## config.mk

```make
export PLATFORM = sky130hd
export DESIGN_NAME = rf_read_arbiter
export DESIGN_NICKNAME = d
export VERILOG_FILES = /design/src/rtl/rf_arb_pkg.sv /design/src/rtl/rf_read_arbiter_rr_pick.sv /design/src/rtl/rf_read_arbiter.sv
export SDC_FILE = /design/constraint.sdc
export NUM_CORES = 1
export LEC_CHECK = 0
export ABC_AREA = 1
export CORE_MARGIN = 5
export CORE_UTILIZATION = 35
export CTS_CLUSTER_SIZE = 8
export DETAILED_ROUTE_END_ITERATION = 10
export GPL_TIMING_DRIVEN = 0
export SLEW_MARGIN = 20
export SYNTH_ARGS = -nofsm -noshare
export SYNTH_HDL_FRONTEND = slang
export SYNTH_HIERARCHICAL = 1
export SYNTH_SLANG_ARGS = --single-unit
```

## constraint.sdc

```tcl
create_clock -name clock -period 3.3 [get_ports clock]
set_input_delay 0.66 -clock clock [delete_from_list [all_inputs] [get_ports clock]]
set_output_delay 0.66 -clock clock [all_outputs]
set_load 0.005 [all_outputs]
```

## src/rtl/rf_arb_pkg.sv

```systemverilog
// Shared widths and helpers for the register-file read-port arbiter.
package rf_arb_pkg;
  localparam int RF_ADDR_W  = 5;
  localparam int RF_DATA_W  = 32;
  localparam int WAIT_CNT_W = 4;

  // Index of the set bit in a one-hot vector (up to 8 ports); 0 for an empty vector.
  function automatic logic [2:0] oh2idx(input logic [7:0] oh);
    logic [2:0] r;
    r = '0;
    for (int i = 0; i < 8; i++)
      if (oh[i]) r = r | 3'(i);
    return r;
  endfunction
endpackage

```

## src/rtl/rf_read_arbiter_rr_pick.sv

```systemverilog
// Rotating-priority picker: first set request at or above ptr, wrapping.
module rr_pick #(
  parameter int N = 3,
  localparam int PW = (N > 1) ? $clog2(N) : 1
) (
  input  logic [N-1:0]  req,
  input  logic [PW-1:0] ptr,
  output logic [N-1:0]  gnt
);
  logic [PW:0] pos;
  logic        found;

  always_comb begin
    gnt   = '0;
    found = 1'b0;
    pos   = '0;
    for (int k = 0; k < N; k++) begin
      pos = {1'b0, ptr} + (PW+1)'(k);
      if (pos >= (PW+1)'(N)) pos = pos - (PW+1)'(N);
      if (!found && req[pos[PW-1:0]]) begin
        gnt[pos[PW-1:0]] = 1'b1;
        found            = 1'b1;
      end
    end
  end
endmodule

```

## src/rtl/rf_read_arbiter.sv

```systemverilog
// Shares the register-file read mux among NUM_REQ requesters: port 0 has priority,
// the rest are round-robin with aging; two-stage grant -> data pipeline.
module rf_read_arbiter
  import rf_arb_pkg::*;
#(
  parameter int NUM_REQ  = 4,
  parameter int MAX_WAIT = 8
) (
  input  logic                           clock,
  input  logic                           reset_n,
  input  logic [NUM_REQ-1:0]             req,
  input  logic [RF_ADDR_W*NUM_REQ-1:0]   req_addr,
  output logic [NUM_REQ-1:0]             gnt,
  output logic [RF_ADDR_W-1:0]           mux_sel,
  input  logic [RF_DATA_W-1:0]           mux_out,
  output logic [NUM_REQ-1:0]             rd_valid,
  output logic [RF_DATA_W-1:0]           rd_data
);
  localparam int IDX_W = $clog2(NUM_REQ);
  localparam int NLP   = NUM_REQ - 1;
  localparam int LPW   = (NLP > 1) ? $clog2(NLP) : 1;
  localparam logic [WAIT_CNT_W-1:0] SAT = WAIT_CNT_W'(MAX_WAIT);

  logic [NUM_REQ-1:0][RF_ADDR_W-1:0]  addr_v;
  logic [NUM_REQ-1:1][WAIT_CNT_W-1:0] wait_cnt;
  logic [NUM_REQ-1:0] elig, aged, forced, win;
  logic [NLP-1:0]     rr_win;
  logic [LPW-1:0]     rr_ofs;
  logic [IDX_W-1:0]   rr_ptr, rr_nxt, owner, win_idx;
  logic               busy;

  assign addr_v = req_addr;

  // Port 0 is never self-excluded so decode can issue a fresh read every cycle;
  // low-priority ports holding req through their gnt pulse sit out one cycle.
  assign elig = req & ~{gnt[NUM_REQ-1:1], 1'b0};

  always_comb begin
    aged = '0;
    for (int i = 1; i < NUM_REQ; i++)
      aged[i] = elig[i] && (wait_cnt[i] == SAT);
  end

  // Isolate the lowest saturated port.
  assign forced = aged & (~aged + NUM_REQ'(1));

  assign rr_ofs = LPW'(rr_ptr - IDX_W'(1));

  rr_pick #(.N(NLP)) u_rr (
    .req (elig[NUM_REQ-1:1]),
    .ptr (rr_ofs),
    .gnt (rr_win)
  );

  always_comb begin
    if (|forced)      win = forced;
    else if (elig[0]) win = NUM_REQ'(1);
    else              win = {rr_win, 1'b0};
  end

  assign win_idx = IDX_W'(oh2idx(8'(win)));
  assign rr_nxt  = (win_idx == IDX_W'(NUM_REQ-1)) ? IDX_W'(1) : win_idx + IDX_W'(1);

  // Aging: only bypasses by port 0 count toward forcing a low-priority port.
  always_ff @(posedge clock or negedge reset_n) begin
    if (!reset_n) begin
      wait_cnt <= '0;
    end else begin
      for (int i = 1; i < NUM_REQ; i++) begin
        if (!req[i] || win[i])
          wait_cnt[i] <= '0;
        else if (win[0] && wait_cnt[i] != SAT)
          wait_cnt[i] <= wait_cnt[i] + WAIT_CNT_W'(1);
      end
    end
  end

  always_ff @(posedge clock or negedge reset_n) begin
    if (!reset_n) begin
      gnt      <= '0;
      mux_sel  <= '0;
      owner    <= '0;
      busy     <= 1'b0;
      rr_ptr   <= IDX_W'(1);
      rd_valid <= '0;
      rd_data  <= '0;
    end else begin
      gnt  <= win;
      busy <= |win;
      if (|win) begin
        mux_sel <= addr_v[win_idx];
        owner   <= win_idx;
      end
      if (|win[NUM_REQ-1:1]) rr_ptr <= rr_nxt;
      // Data stage: mux_out reflects the mux_sel loaded by the previous grant.
      rd_valid <= busy ? (NUM_REQ'(1) << owner) : '0;
      if (busy) rd_data <= mux_out;
    end
  end
endmodule

```

# After elaboration in Yosys (flattened, before gate mapping)
# Cells that the tools add are included.
# Widths: inputs -> output; s select.
[totals]
memories = 0
ramBits = 0
reg_bits = 62
mem_bits_ro = 0
latch_bits = 0
elab_cells = 105
input_bits = 58
[op_classes]
bitwise = 6
multipliers = 0
div = 0
n_addsub = 11
reduce_logical = 25
shifts = 1
magnitude_cmp = 10
n_eq_ne = 7
muxes = 35
[ops]
columns = ["op", "n"]
rows = [
  ["$mux 4", 9],
  ["$add 4x1->4 const B", 4],
  ["$eq 4x4->1 const B", 3],
  ["$lt 2x3->1 const B", 4],
  ["$mux 2", 6],
  ["$ne 4x4->1 const B", 3],
  ["$logic_and 1x1->1", 11],
  ["$bmux 5 s2", 1],
  ["$mux 1", 9],
  ["$mux 3", 3],
  ["$and 4x4->4", 2],
  ["$not 4->4", 2],
  ["$reduce_or 4->1", 2],
  ["$bmux 1 s2", 3],
  ["$demux 1 s2", 3],
  ["$ge 2x1->1 const B", 3],
  ["$ge 3x2->1 const B", 2],
  ["$or 3x3->3", 2],
  ["$reduce_bool 2->1", 3],
  ["$sub 2x2->2 const B", 3],
  ["$logic_not 1->1", 5],
  ["$mux 5", 1],
  ["$shl 1x2->4 const A", 1],
  ["$add 2x1->3 const B", 1],
  ["other kinds (7)", 9],
]

# Logic depth before layout (Yosys ltp)
# Gate-level depths: netlist of run 1.
[depth]
word_depth = 19
ltp_mapped = 20
mapped_depth_nobuf = 19

# Hierarchy
# Netlist of run 1, hierarchy kept.
[modules_own_cells]
columns = ["module", "area_each_um2", "cells_each", "n_inst"]
rows = [
  ["rf_read_arbiter", 2906.5, 361, 1],
  ["rr_pick", 232.7, 41, 1],
]

# Least setup slack after synthesis of run 1
# Ideal clock, no wire load.
[synth_path]
path_kind = "reg-to-reg"
from = "register rr_ptr[0]"
to = "register mux_sel[2]"
path_stages_with_launch = 18
setup_ns = 0.117
path_buffers = 1
t_required_ns = 3.183
t_arrival_ns = 2.326
synth_period_minus_slack_ns = 2.443
setup_slack_ns = 0.857
path_cell_list = "dfstp_2 > xnor2_1 > inv_1 > ha_1 > nor2_1 > a21oi_4 > or2_1 > nand3_1 > inv_1 > nor2_1 > nand4_2 > nand3_1 > buf_4 > nand2_1 > nand3_1 > nand2_1 > nand2_1 > nand2_1"
[synth_between]
elab_chain_cells = 19
[synth_lines]
columns = ["item", "line_no", "text"]
rows = [
  ["start: declaration", "rf_read_arbiter.sv:29", "logic [IDX_W-1:0] rr_ptr, rr_nxt, owner, win_idx;"],
  ["start signal: assignment", "rf_read_arbiter.sv:94", "if (|win[NUM_REQ-1:1]) rr_ptr <= rr_nxt;"],
  ["$sub 2x1->2 (*)", "rf_read_arbiter.sv:47", "assign rr_ofs = LPW'(rr_ptr - IDX_W'(1));"],
  ["via rr_ofs[1]", "rf_read_arbiter.sv:28", "logic [LPW-1:0] rr_ofs;"],
  ["$add 2x1->3, or another cell as far along", "rf_read_arbiter_rr_pick.sv:18", "pos = {1'b0, ptr} + (PW+1)'(k);"],
  ["$ge 3x2->1, or another cell as far along", "rf_read_arbiter_rr_pick.sv:19", "if (pos >= (PW+1)'(N)) pos = pos - (PW+1)'(N);"],
  ["$mux 2, or another cell as far along", "rf_read_arbiter_rr_pick.sv:19", ""],
  ["$lt 2x3->1 (implied by the code), or another cell as far along", "rf_read_arbiter_rr_pick.sv:21", "gnt[pos[PW-1:0]] = 1'b1;"],
  ["$logic_and 1x1->1 (implied by the code), or another cell as far along", "rf_read_arbiter_rr_pick.sv:21", ""],
  ["$mux 1 (implied by the code), or another cell as far along", "rf_read_arbiter_rr_pick.sv:21", ""],
  ["(+4 left out)", "-", ""],
  ["$mux 3 (*)", "rf_read_arbiter_rr_pick.sv:20", "if (!found && req[pos[PW-1:0]]) begin"],
  ["via rr_win[0]", "rf_read_arbiter.sv:27", "logic [NLP-1:0] rr_win;"],
  ["$mux 4 (*)", "rf_read_arbiter.sv:57", "else if (elig[0]) win = NUM_REQ'(1);"],
  ["$mux 4 (*)", "rf_read_arbiter.sv:56", "if (|forced) win = forced;"],
  ["$mux 1", "rf_arb_pkg.sv:12", "if (oh[i]) r = r | 3'(i);"],
  ["$mux 2 (2 in series)", "rf_arb_pkg.sv:12", ""],
  ["$bmux 5 s2", "rf_read_arbiter.sv:91", "mux_sel <= addr_v[win_idx];"],
  ["$mux 5 (implied by the code)", "rf_read_arbiter.sv:91", ""],
  ["end signal: assignment", "rf_read_arbiter.sv:91", ""],
  ["end: declaration", "rf_read_arbiter.sv:14", "output logic [RF_ADDR_W-1:0] mux_sel,"],
]
# Mark *: on every way through the listed nets, which the timed path passes. The rest lies on a longest branch. The select of a mux whose other input is x is not followed.
# A chain may end at the register's enable or synchronous reset.

# Worst setup path after layout of run 1
[layout_path]
from = "register rr_ptr[0]"
to = "register mux_sel[3]"
# The elaborated chain is that of the path after synthesis.

==> results of run 1 <==
-- cells by family after synthesis --
group / count (synthesis) / share of synthesized area, %
AOI/OAI and AO/OA: 19 / 3.95
adders and majority gates: 10 / 3.99
and+or+nand+nor: 238 / 33.2
xor gates and xnor gates: 3 / 0.837
DFF: 62 / 49.5
buffers and inverters: 70 / 8.57
-- area by class of cell --
class	count	area, sq um
Sequential cell	62	1550
Inverter	59	221
Buffer	11	47.5
Fill cell	834	4230
Multi-Input combinational cell	270	1320
Clock buffer	9	124
Clock inverter	7	51.3
Tap cell	108	135
Timing Repair Buffer	103	1050
-- Yosys cell counts, types with 3 or more instances --
cell	number	share of area, %
nand2_1	156	19
dfrtp_1	61	49
inv_1	54	6.5
nand3_1	35	5.6
nand4_1	14	2.8
nor2_1	12	1.4
ha_1	10	4.0
o21ai_0	9	1.4
clkbuf_1	8	0.96
nand2_2	6	1.2
nor3_1	5	0.80
a21oi_1	4	0.64
inv_2	4	0.48
nor2_2	3	0.60
-- registers in the layout, indices dropped and copies added, names as in the netlist --
name,cells
rd_data,32
busy,1
rr_ptr,2
gnt,4
rd_valid,4
owner,2
mux_sel,5
wait_cnt,12
-- per-stage QoR --
step                hold WS [ns]  std cells  TNS (ns)
floorplan                  0.364        402         0
global placement           0.451        612    -34.10
detailed placement         0.454        613         0
CTS                        0.158        629         0
global route               0.151        629         0
finish                     0.164        629         0
-- power groups by stage --
stage / combinational, mW / sequential [mW] / clock [mW]
2_1_floorplan: 1.16 / 1.25 / 0
3_3_place_gp: 2.06 / 1.23 / 0
3_5_place_dp: 2.09 / 1.23 / 0
4_1_cts: 2.10 / 1.22 / 0.615
5_1_grt: 2.36 / 1.26 / 0.650
6_report: 2.07 / 1.22 / 0.587
-- per-layer routing --
| layer | vias up | wire length (um) | track usage (%) |
|---|---|---|---|
| li1 | 1477 | - | - |
| met1 | 1297 | 3600 | 19.6 |
| met2 | 72 | 3950 | 25.0 |
| met3 | 8 | 367 | 4.99 |
| met4 | 0 | 97 | 4.20 |
| met5 | - | 0 | 0 |
-- worst paths after layout --
| kind | end | slack, ns | depth (start not counted) |
|---|---|---|---|
| setup / recovery | mux_sel[3]$_DFFE_PN0P_ | 0.52 | 17 |
| hold / removal | rd_data[27]$_DFFE_PN0P_ | 0.16 | 1 |
| setup reg to reg | mux_sel[3]$_DFFE_PN0P_ | 0.52 | 17 |
| hold reg to reg | rd_valid[2]$_DFF_PN0_ | 0.47 | 1 |
| max in group asynchronous | rr_ptr[0]$_DFFE_PN1P_ | 2.57 | 2 |
| min in group clock | rd_valid[2]$_DFF_PN0_ | 0.47 | 1 |
-- critical path, delay by kind of cell, from the launching register on --
family / cells / cell delay (ns)
AND/OR/NAND/NOR: 11 / 1.24
AO/OA/AOI/OAI: 1 / 0.07
adder cells (fa/ha/maj): 1 / 0.27
XOR/XNOR: 1 / 0.17
buffers and inverters: 3 / 0.35
flip-flops: 1 / 0.54
==> results.yml, run 1 <==
layout:
  finalInstanceArea_sq_mm: 0.00450
  utilization_pct: 51.5
  nets: 584
  diodes: 0
  layout_common_cells: "nand2_1 (156), clkdlybuf4s50_1 (101), dfrtp_1 (61), inv_1 (54), nand3_1 (35)"
  area.growth.synth_to_final_pct: 43.2
  layout_commonest_cell: "nand2_1"
  drive_gt1_share_pct: 7.87
timing:
  finalSetupViolations: 0
  rsz0062_at_grt: "false"
  finClkSkew_ns: 0.00738
  hold_viol_final: 0
  final_max_slew_viol_count: 0
  finalCritPeriodShare_pct: 84.2
  fmax_ghz: 0.360
  fin_ws_ns: 0.520
  tightest_slew_ns: 0.444
  max-slew-margin-rel_pct: 70.4
  min_period_ns: 2.78
yosys:
  synth.ff_latch_count: 62
  synth.avg_cell_area_sq_um: 7.81
  synthesis.nets: 470
  synth_ff_type: "dfrtp_1"
  synth_edf_count: 0
  ys_types: 31
  syn_inst: 402
  async_reset_ff_share_pct: 100
  synth_area_sq_mm: 0.00314
  synth_warnings: 6
  ys_seq_area_share_pct: 49.5
critical_path:
  cp.required_ns: 3.52
  cp_max_fo: 10
  crit_path_end_kind: "register"
  slowest_stage: "dfstp_2"
  cp-start-kind: "register"
  crit_chain: "xnor2_1 > inv_1 > ha_1 > nor2_1 > a21oi_4 > or2_1 > nand3_1 > inv_1 > nor2_1 > nand4_2 > nand3_1 > buf_4 > nand2_1 > nand3_1 > nand2_1 > nand2_1 > nand2_1"
  worstPathArrival_ns: 3.00
  max_stage_delay_ns: 0.54
  setup.worst_path.start: "rr_ptr[0]$_DFFE_PN1P_"
  timing.critical_path.mode_cell: "nand2_1"
  critical_path_class: "register to register"
  r2r_start: "rr_ptr[0]$_DFFE_PN1P_"
power:
  seq_power_share_pct: 31.5
  switchingPower_mw: 1.59
  pwr_density_cell_mw_per_mm2: 862
  p_int_mw: 2.29
  combPwrFrac_pct: 53.3
  p_sw_share_pct: 41.0
  p_leak_nw: 2.25
  clkPwrFrac_pct: 15.1
  peakVddDrop_mv: 0.381
  total_power_mw: 3.88
route:
  wirelength_um: 8020
  drt-initial-drc-count: 120
  vias_per_cell: 4.54
  drtPass1Iterations: 4
  drcViolationCount: 0
  ant_nets: 0
  wl_per_cell_um: 12.8
  num_vias: 2854
run:
  cap_violations: 0
grt:
  grt_pass1_vias: 2785
  overflow: 0
  grt_pass1_wl_um: 13800
  grt_util_all_layers_pct: 15.3
  grt_max_degree: 50
  grt_antenna_before_repair: 0
place:
  port_buffers: 102
  hpwl_um: 6160
  dp_slack_ns: 0.193
  routabilityCongestion: 0.799
  dpl_cell_area_sq_mm: 0.00432
clock_tree:
  clockRootBuffer: "clkbuf_8"
  cts_inserted_buffers: 9
  cts_resized: 0
  cts_max_path_buffers: 2
  clk_latency_ns: 0.33
  cts_setup_buffers: 0
  cts_sinks: 62
  h-tree-depth: 3
  cts_tree: "yes"
  cts-hold-fix-buffers: 0
  clk_pin_slew_worst_paths_ns: 0.08
die:
  fp.dieW_um: 105
  io_pins: 103
  die_y_um: 105
  dieArea_sq_mm: 0.0110
  rows: 34
  coreArea_sq_mm: 0.00872
  start_util_pct: 36.0
min_path:
  worstHoldPathType: "input pin to async pin"
outcome:
  status: "finished clean"
(Power assumes the default switching activity.)
==> run 2, diff against run 1 <==
Settings changed: PLACE_DENSITY set to 0.66.
Clock period 3.3 ns to 2.4 ns, I/O delays scaled along.
==> run 2 against run 1 <==
The flow now finishes with violations (setup timing). Critical path depth grew 2. Non-clock buffer count increased by 18. Sequential power up 39%. Global-route usage up 0.23 points. Clock skew grew 0.0020 ns. Combinational power is 83% higher. Wire length up 6.2%. Highest routed layer unchanged.
==> results.yml, run 2 (synthesis gave the netlist of run 1 again) <==
timing:
  finClkSkew_ns: 0.00938
  fin_ws_ns: -0.179
  finalSetupViolations: 16
  max-slew-margin-rel_pct: 70.8
  hold_viol_final: 0
  final_max_slew_viol_count: 0
  finalCritPeriodShare_pct: 107
  fmax_ghz: 0.388
  tightest_slew_ns: 0.438
  min_period_ns: 2.58
  rsz0062_at_grt: "true"
  final.setup.tns_ns: -1.63
power:
  peakVddDrop_mv: 0.872
  pwr_density_cell_mw_per_mm2: 1310
  p_leak_nw: 2.40
layout:
  diodes: 0
  area.growth.synth_to_final_pct: 55.3
  layout_common_cells: "nand2_1 (147), clkdlybuf4s50_1 (101), dfrtp_1 (61), inv_1 (44), nand3_1 (24)"
  top_regs: "rd_data (32), wait_cnt (12), mux_sel (5)"
  largest_reg_flops: 32
  utilization_pct: 55.9
  top_register: "rd_data"
  drive_gt1_share_pct: 17.8
  nets: 602
  multi_input_area_sq_mm: 0.00150
  register_area_sq_mm: 0.00155
  layout_commonest_cell: "nand2_1"
  fillers: 765
outcome:
  status: "finished with violations"
  violations: "setup timing"
grt:
  grt_antenna_before_repair: 0
  grt_pass1_vias: 2952
  grt_max_degree: 52
  grt_pass1_wl_um: 14100
  grt_util_all_layers_pct: 15.5
  overflow: 0
die:
  coreArea_sq_mm: 0.00872
  rows: 34
  die_y_um: 105
  io_pins: 103
  start_util_pct: 36.0
  dieArea_sq_mm: 0.0110
  fp.dieW_um: 105
critical_path:
  critical_path_class: "register to register"
  worstPathArrival_ns: 2.86
  cp.required_ns: 2.68
  timing.critical_path.mode_cell: "nand2_1"
  max_stage_delay_ns: 0.59
  cp_max_fo: 10
  cp-start-kind: "register"
  crit_chain: "xnor2_4 > ha_4 > inv_2 > nand2_1 > nand2_1 > nand2_2 > inv_2 > nand3_1 > nand3b_1 > nand2_1 > nand2_2 > nand2_4 > buf_4 > buf_4 > nand4_1 > nand3_2 > nand2_1 > nand2_1 > nand2_1"
  crit_path_end_kind: "register"
  slowest_stage: "dfstp_2"
clock_tree:
  h-tree-depth: 3
  cts_inserted_buffers: 9
  cts_max_path_buffers: 2
  clk_latency_ns: 0.34
  clockRootBuffer: "clkbuf_8"
  cts_sinks: 62
  cts_tree: "yes"
  clk_pin_slew_worst_paths_ns: 0.08
route:
  drtPass1Iterations: 4
  wl_per_cell_um: 13.2
  num_vias: 3045
  wirelength_um: 8520
  vias_per_cell: 4.71
  drt-initial-drc-count: 131
  ant_nets: 0
  drcViolationCount: 0
place:
  hpwl_um: 6010
  routabilityCongestion: 0.811
  port_buffers: 102
min_path:
  worstHoldPathType: "register to register"
run:
  cap_violations: 0
==> run 2: power by group <==
part	total, mW	internal, mW	switching (mW)
Combinational	3.78	1.87	1.90
Sequential	1.70	1.47	0.232
Clock	0.920	0.482	0.437
==> run 2: worst paths after layout <==
path | start | end | slack, ns | depth (start not counted)
worst max register to register | rr_ptr[0]$_DFFE_PN1P_ | mux_sel[1]$_DFFE_PN0P_ | -0.18 | 19
min in group asynchronous | reset_n | rr_ptr[1]$_DFFE_PN0P_ | 0.52 | 2
worst max-delay path | rr_ptr[0]$_DFFE_PN1P_ | mux_sel[1]$_DFFE_PN0P_ | -0.18 | 19
worst min-delay path | owner[1]$_DFFE_PN0P_ | rd_valid[0]$_DFF_PN0_ | 0.46 | 1
max in group asynchronous | reset_n | rd_data[21]$_DFFE_PN0P_ | 1.37 | 3
worst min register to register | owner[1]$_DFFE_PN0P_ | rd_valid[0]$_DFF_PN0_ | 0.46 | 1
==> run 2: timing repair <==
action / 4_1_cts / 5_1_grt
endpoints found under the setup margin: 21 / 22
setup buffers: 11 / 5
cloned: 1 / 0
resized for setup: 39 / 18
pin swaps: 18 / 17
hold endpoints to repair: 10 / 0
hold buffers: 1 / 0
==> run 2: per-stage QoR <==
stage / cells / hold WS [ns] / total power [mW] / worst slack [ns] / area, sq um
after floorplan: 402 / 0.184 / 3.32 / 0.00475 / 3140
after global placement: 612 / 0.444 / 4.50 / -1.26 / 4300
after detailed placement: 613 / 0.349 / 4.56 / -0.527 / 4330
after CTS: 642 / 0.455 / 6.09 / -0.0950 / 4750
after global routing: 647 / 0.496 / 6.93 / -0.334 / 4880
final: 647 / 0.462 / 6.39 / -0.179 / 4880
==> run 2: worst max-delay path: cells and delay by family, from the launching register on <==
family	cells	cell delay, ns
buffers and inverters	4	0.48
adders and majority gates	1	0.24
xor gates and xnor gates	1	0.15
and+or+nand+nor	13	1.06
DFF	1	0.59
==> run 2: final cells by class <==
type,count,share of cell area (%)
sequential,62,31.8
buffer,11,1.15
inverter,59,4.67
multi-input combinational,270,30.7
clock buffer,9,2.54
clock inverter,7,1.51
timing repair buffer,121,24.8
tap,108,2.77
==> run 2: metal layers <==
metal | routed length, um | part of all wire, % | GRT usage, % | vias to the layer above
met5 | 0 | 0 | 0 | -
met4 | 246 | 2.9 | 7.31 | 0
met3 | 531 | 6.2 | 4.32 | 22
met2 | 4050 | 48 | 24.7 | 115
met1 | 3690 | 43 | 19.6 | 1388
li1 | - | - | - | 1520
